$ cat config.mk
export PLATFORM = sky130hd
export DESIGN_NAME = fc_core_ctrl
export DESIGN_NICKNAME = d
export VERILOG_FILES = /design/src/rtl/fc_core_ctrl.sv
export SDC_FILE = /design/constraint.sdc
export NUM_CORES = 1
export LEC_CHECK = 0
export CORE_MARGIN = 10
export CORE_UTILIZATION = 40
export DETAILED_ROUTE_END_ITERATION = 8
export HOLD_SLACK_MARGIN = 0.1
export PLACE_DENSITY = 0.83
export SLEW_MARGIN = 5
export SYNTH_ARGS = -nofsm -noshare
export SYNTH_HDL_FRONTEND = slang
export SYNTH_SLANG_ARGS = --single-unit
$ cat constraint.sdc
create_clock -name clk -period 1.9 [get_ports clk]
set_input_delay 0.38 -clock clk [delete_from_list [all_inputs] [get_ports clk]]
set_output_delay 0.38 -clock clk [all_outputs]
set_load 0.02 [all_outputs]
$ cat src/rtl/fc_core_ctrl.sv
// fc_core_ctrl: sequences node/weight reads into the FC MAC core and captures the final dot product.
module fc_core_ctrl #(
  parameter int DATA_WIDTH = 8,
  parameter int CNT_WIDTH  = 10
) (
  input  logic                    clk,
  input  logic                    reset_n,
  input  logic                    i_start,
  input  logic [CNT_WIDTH-1:0]    i_num_node,
  output logic [CNT_WIDTH-1:0]    o_node_addr,
  output logic [CNT_WIDTH-1:0]    o_wegt_addr,
  output logic                    o_node_ce,
  output logic                    o_wegt_ce,
  input  logic [DATA_WIDTH-1:0]   i_node_data,
  input  logic [DATA_WIDTH-1:0]   i_wegt_data,
  output logic                    o_core_run,
  output logic                    o_core_valid,
  output logic [DATA_WIDTH-1:0]   o_core_node,
  output logic [DATA_WIDTH-1:0]   o_core_wegt,
  input  logic                    i_core_valid,
  input  logic [4*DATA_WIDTH-1:0] i_core_result,
  output logic                    o_idle,
  output logic                    o_busy,
  output logic                    o_done,
  output logic [4*DATA_WIDTH-1:0] o_result
);
  typedef enum logic [2:0] {IDLE, CLEAR, FETCH, DRAIN, DONE} state_t;
  state_t state, state_nx;
  logic [CNT_WIDTH-1:0] num, issue_cnt, ret_cnt;
  logic [4*DATA_WIDTH-1:0] result;
  logic core_valid, ce, ret_en, last_ret;
  assign ce       = state == FETCH;
  assign ret_en   = (state == FETCH || state == DRAIN) && i_core_valid;
  assign last_ret = ret_en && ret_cnt == num - 1'b1;
  always_comb begin
    state_nx = state;
    case (state)
      IDLE:    state_nx = i_start ? CLEAR : IDLE;
      CLEAR:   state_nx = num == '0 ? DONE : FETCH;
      FETCH:   state_nx = issue_cnt == num - 1'b1 ? DRAIN : FETCH;
      DRAIN:   state_nx = (last_ret || ret_cnt == num) ? DONE : DRAIN;
      DONE:    state_nx = IDLE;
      default: state_nx = IDLE;
    endcase
  end
  always_ff @(posedge clk or negedge reset_n) begin
    if (!reset_n) begin
      state      <= IDLE;
      num        <= '0;
      issue_cnt  <= '0;
      ret_cnt    <= '0;
      result     <= '0;
      core_valid <= 1'b0;
    end else begin
      state      <= state_nx;
      core_valid <= ce;
      if (state == IDLE && i_start) num <= i_num_node;
      if (state == CLEAR) begin
        issue_cnt <= '0;
        ret_cnt   <= '0;
        result    <= '0;
      end else begin
        if (ce) issue_cnt <= issue_cnt + 1'b1;
        if (ret_en) ret_cnt <= ret_cnt + 1'b1;
        if (last_ret) result <= i_core_result;
      end
    end
  end
  assign o_node_addr  = ce ? issue_cnt : '0;
  assign o_wegt_addr  = ce ? issue_cnt : '0;
  assign o_node_ce    = ce;
  assign o_wegt_ce    = ce;
  assign o_core_run   = state == CLEAR;
  assign o_core_valid = core_valid;
  assign o_core_node  = core_valid ? i_node_data : '0;
  assign o_core_wegt  = core_valid ? i_wegt_data : '0;
  assign o_idle       = state == IDLE;
  assign o_busy       = state != IDLE;
  assign o_done       = state == DONE;
  assign o_result     = result;
endmodule

==> results.sh <==
export IMPL_outcome="finished with violations"
export IMPL_violations="setup timing"
export IMPL_pin_count=137
export IMPL_route_detailed_drc=0
export IMPL_crit_path_start_kind="flop"
export IMPL_routed_wl_microns=12500
export IMPL_htreeDepth=3
export IMPL_skew_ns=0.0148
export IMPL_powerDensity_nw_per_um2=1520
export IMPL_instances_no_fill=700
export IMPL_grt_pass1_wl_microns=18700
export IMPL_fillers=655
export IMPL_syn2layout_area_growth_pct=63.5
export IMPL_drt_first_pass_iters=4
export IMPL_path_clk_slew_ns=0.08
export IMPL_die_y_microns=115
export IMPL_fin_hold_ws_ns=0.522
export IMPL_cpPeakStageDelay_ns=0.42
export IMPL_required_ns=2.19
export IMPL_crit_type="flop to flop"
export IMPL_cts_tree="built"
export IMPL_coreArea_sq_um=8760
export IMPL_dp_cells=667
export IMPL_ys_seq_area_frac=0.455
export IMPL_maxSlewViolCount=0
export IMPL_wl_per_cell_microns=17.9
export IMPL_dr_wl_met3_microns=907
export IMPL_grt_max_degree=42
export IMPL_netlist_top_cells_area="dfrtp_1, nand2_1, o21ai_0, xnor2_1, xor2_1"
export IMPL_setup_viol=55
export IMPL_hpwl_microns=8860
export IMPL_synth_cell_type_count=41
export IMPL_fp_dieArea_sq_um=13300
export IMPL_hold_path_class="flop to flop"
export IMPL_nets=652
export IMPL_initial_core_util=0.414
export IMPL_viasPerCell=5.24
export IMPL_cp_cell_sequence="inv_2 > ha_4 > xor2_1 > nand2_1 > nor4_2 > nand4_1 > nor3_4 > buf_6 > buf_16 > nand2_1 > o21ai_1"
export IMPL_root_buffer="clkbuf_8"
export IMPL_track_usage=0.174
export IMPL_final_area_sq_um=5930
export IMPL_numCtsBuffers=9
export IMPL_netlist_area_leader_share=0.455
export IMPL_worst_pin_slew_ns=0.525
export IMPL_n_antenna_cell=0
export IMPL_io_buffers=136
export IMPL_period_minus_slack_ns=2.22
export IMPL_cts_sinks=66
export IMPL_setup_tns_ns=-9.08
export IMPL_crit_fanout=8
export IMPL_worstSetupEndpointType="flop"
export IMPL_leakage_nw=2.65
export IMPL_grt_ovfl_total=0
export IMPL_drive_gt1_frac=0.296
export IMPL_max_freq_mhz=450
export IMPL_crit_arrival_ns=2.51
export IMPL_synth_largest_area_cell="dfrtp_1"
export IMPL_rows=34
export IMPL_top_layer_used="met4"
export IMPL_crit_slowest_cell="dfrtp_2"
export IMPL_syn_inst=405
export IMPL_via_count=3665
export IMPL_post_route_period_util=1.17
export IMPL_slew_headroom=0.650
export IMPL_syn_cell_area_sq_um=3630
export IMPL_first_global_vias=3680
export IMPL_placed_cell_area_sq_um=5390
export IMPL_synth_seq_cells=66
export IMPL_synth_avg_cell_area_sq_um=8.96
export IMPL_worst_slack_ns=-0.323
export IMPL_drt_iter0_markers=269
export IMPL_maxCapViolations=0
export IMPL_die_w_microns=115
export IMPL_crit_family="simple AND/OR/NAND/NOR gates"
export IMPL_antenna_left=0
export IMPL_drt_met1_wl_microns=4630
export IMPL_antenna_found_initial=0
export IMPL_crit_path_frequent_cell="nand2_1"
export IMPL_total_power_mw=9.01
export IMPL_synth_nets=470
export IMPL_insertion_delay_ns=0.37
export IMPL_route_met2_wl_microns=6560
export IMPL_rsz0062_at_grt="true"
export IMPL_ys_warnings_count=0
export IMPL_ir_drop_v=0.000981
export IMPL_hold_viol_final=0
export IMPL_cts_buffer_depth=2
export IMPL_place_gp_congestion=0.913
export IMPL_cp_num_buf_inv=3
## Yosys cell counts (all sizes together)
cell type	count
or3	5
mux2	8
nand3	8
buf	19
nand2b	3
ha	3
mux2i	1
o41ai	2
nand4b	1
and2	25
nor2b	1
a21oi	6
xor2	18
inv	9
nor3	6
a221o	1
a32oi	1
a22o	1
nor4	4
o21ai	52
and4b	1
and3	3
o31ai	1
xnor2	22
nand2	80
nor2	21
nor3b	1
and3b	1
o211ai	1
or4	1
clkbuf	19
a31oi	3
dfrtp	66
nand4	11
## cells in the final DEF (no fill, tap or decap), types with 4 or more instances in the layout
cell type and n:
a21oi_1 6, and2_1 16, and2_4 8, buf_4 60, buf_6 29, clkbuf_8 10
clkdlybuf4s50_1 92, dfrtp_1 61, dfrtp_2 5, dlygate4sd2_1 16, inv_1 4, mux2_2 8
nand2_1 68, nand2_2 9, nand3_1 8, nand4_1 11, nor2_1 18, o21ai_0 23
o21ai_1 23, o21ai_2 6, or3_1 4, xnor2_1 22, xor2_1 18
## registers in the layout, summed over array words and instances, names as in the netlist
| signal | cells |
|---|---|
| num | 10 |
| state | 3 |
| ret_cnt | 10 |
| o_core_valid | 1 |
| o_result | 32 |
| issue_cnt | 10 |
## area by class of cell
class	instances	area [sq um]	share of cell area
Timing Repair Buffer	208	1990	0.336
Inverter	9	43.8	0.00738
Sequential cell	66	1660	0.279
Tap cell	108	135	0.0228
Multi-Input combinational cell	292	1900	0.319
Timing Repair inverter	1	6.26	0.00105
Clock inverter	6	65.1	0.0110
Clock buffer	10	138	0.0232
## repair_timing
| item | in CTS | in global routing |
|---|---|---|
| gates cloned | 3 | 3 |
| hold buffers | 1 | 0 |
| setup buffers | 11 | 3 |
| gates resized for setup | 178 | 44 |
| pin swaps | 7 | 8 |
| hold endpoints to repair | 25 | 0 |
| setup endpoints to repair | 78 | 75 |
## metal layers
layer / vias to the layer above / global-route usage
met4: 0 / 0.0833
li1: 1710 / -
met2: 142 / 0.311
met5: - / 0
met3: 36 / 0.0443
met1: 1777 / 0.188
## worst reg2reg max path, stage by stage, from the launching register on
cell and delay [ns]:
dfrtp_2 0.42, inv_2 0.08, ha_4 0.22, xor2_1 0.15, nand2_1 0.08, nor4_2 0.22
nand4_1 0.18, nor3_4 0.28, buf_6 0.19, buf_16 0.14, nand2_1 0.09, o21ai_1 0.11
## power breakdown
group          leakage (nW)  total, mW  internal (mW)  switching (mW)
Sequential            0.820       2.54           2.00           0.549
Combinational          1.72       5.22           2.64            2.59
Clock                 0.103       1.24          0.643           0.600
Total                  2.65       9.01           5.28            3.74
## stage by stage
| step | worst slack [ns] | utilization |
|---|---|---|
| 3_5_place_dp | -0.369 | 0.615 |
| 6_report | -0.323 | 0.677 |
| 3_3_place_gp | -0.258 | 0.615 |
| 2_1_floorplan | -0.0496 | - |
| 5_1_grt | -0.466 | 0.677 |
| 4_1_cts | -0.217 | 0.662 |
## worst paths after layout
| path | start | to | slack (ns) | depth (start not counted) |
|---|---|---|---|---|
| setup / recovery | num[0] | o_result[20] | -0.32 | 11 |
| hold / removal | o_result[31] | o_result[31] | 0.52 | 2 |
| setup reg to reg | num[0] | o_result[20] | -0.32 | 11 |
| max in group asynchronous | reset_n | ret_cnt[5] | 0.91 | 3 |
| min in group asynchronous | reset_n | o_result[21] | 0.53 | 3 |
| hold reg to reg | o_result[31] | o_result[31] | 0.52 | 2 |
## cell families after synthesis
group           synth area share
compound gates             0.102
buf+inv                   0.0714
mux                       0.0276
fa+ha+maj                 0.0103
flops                      0.455
simple gates               0.238
xor+xnor                  0.0965
No activity file was read; power rests on OpenSTA's default activity.
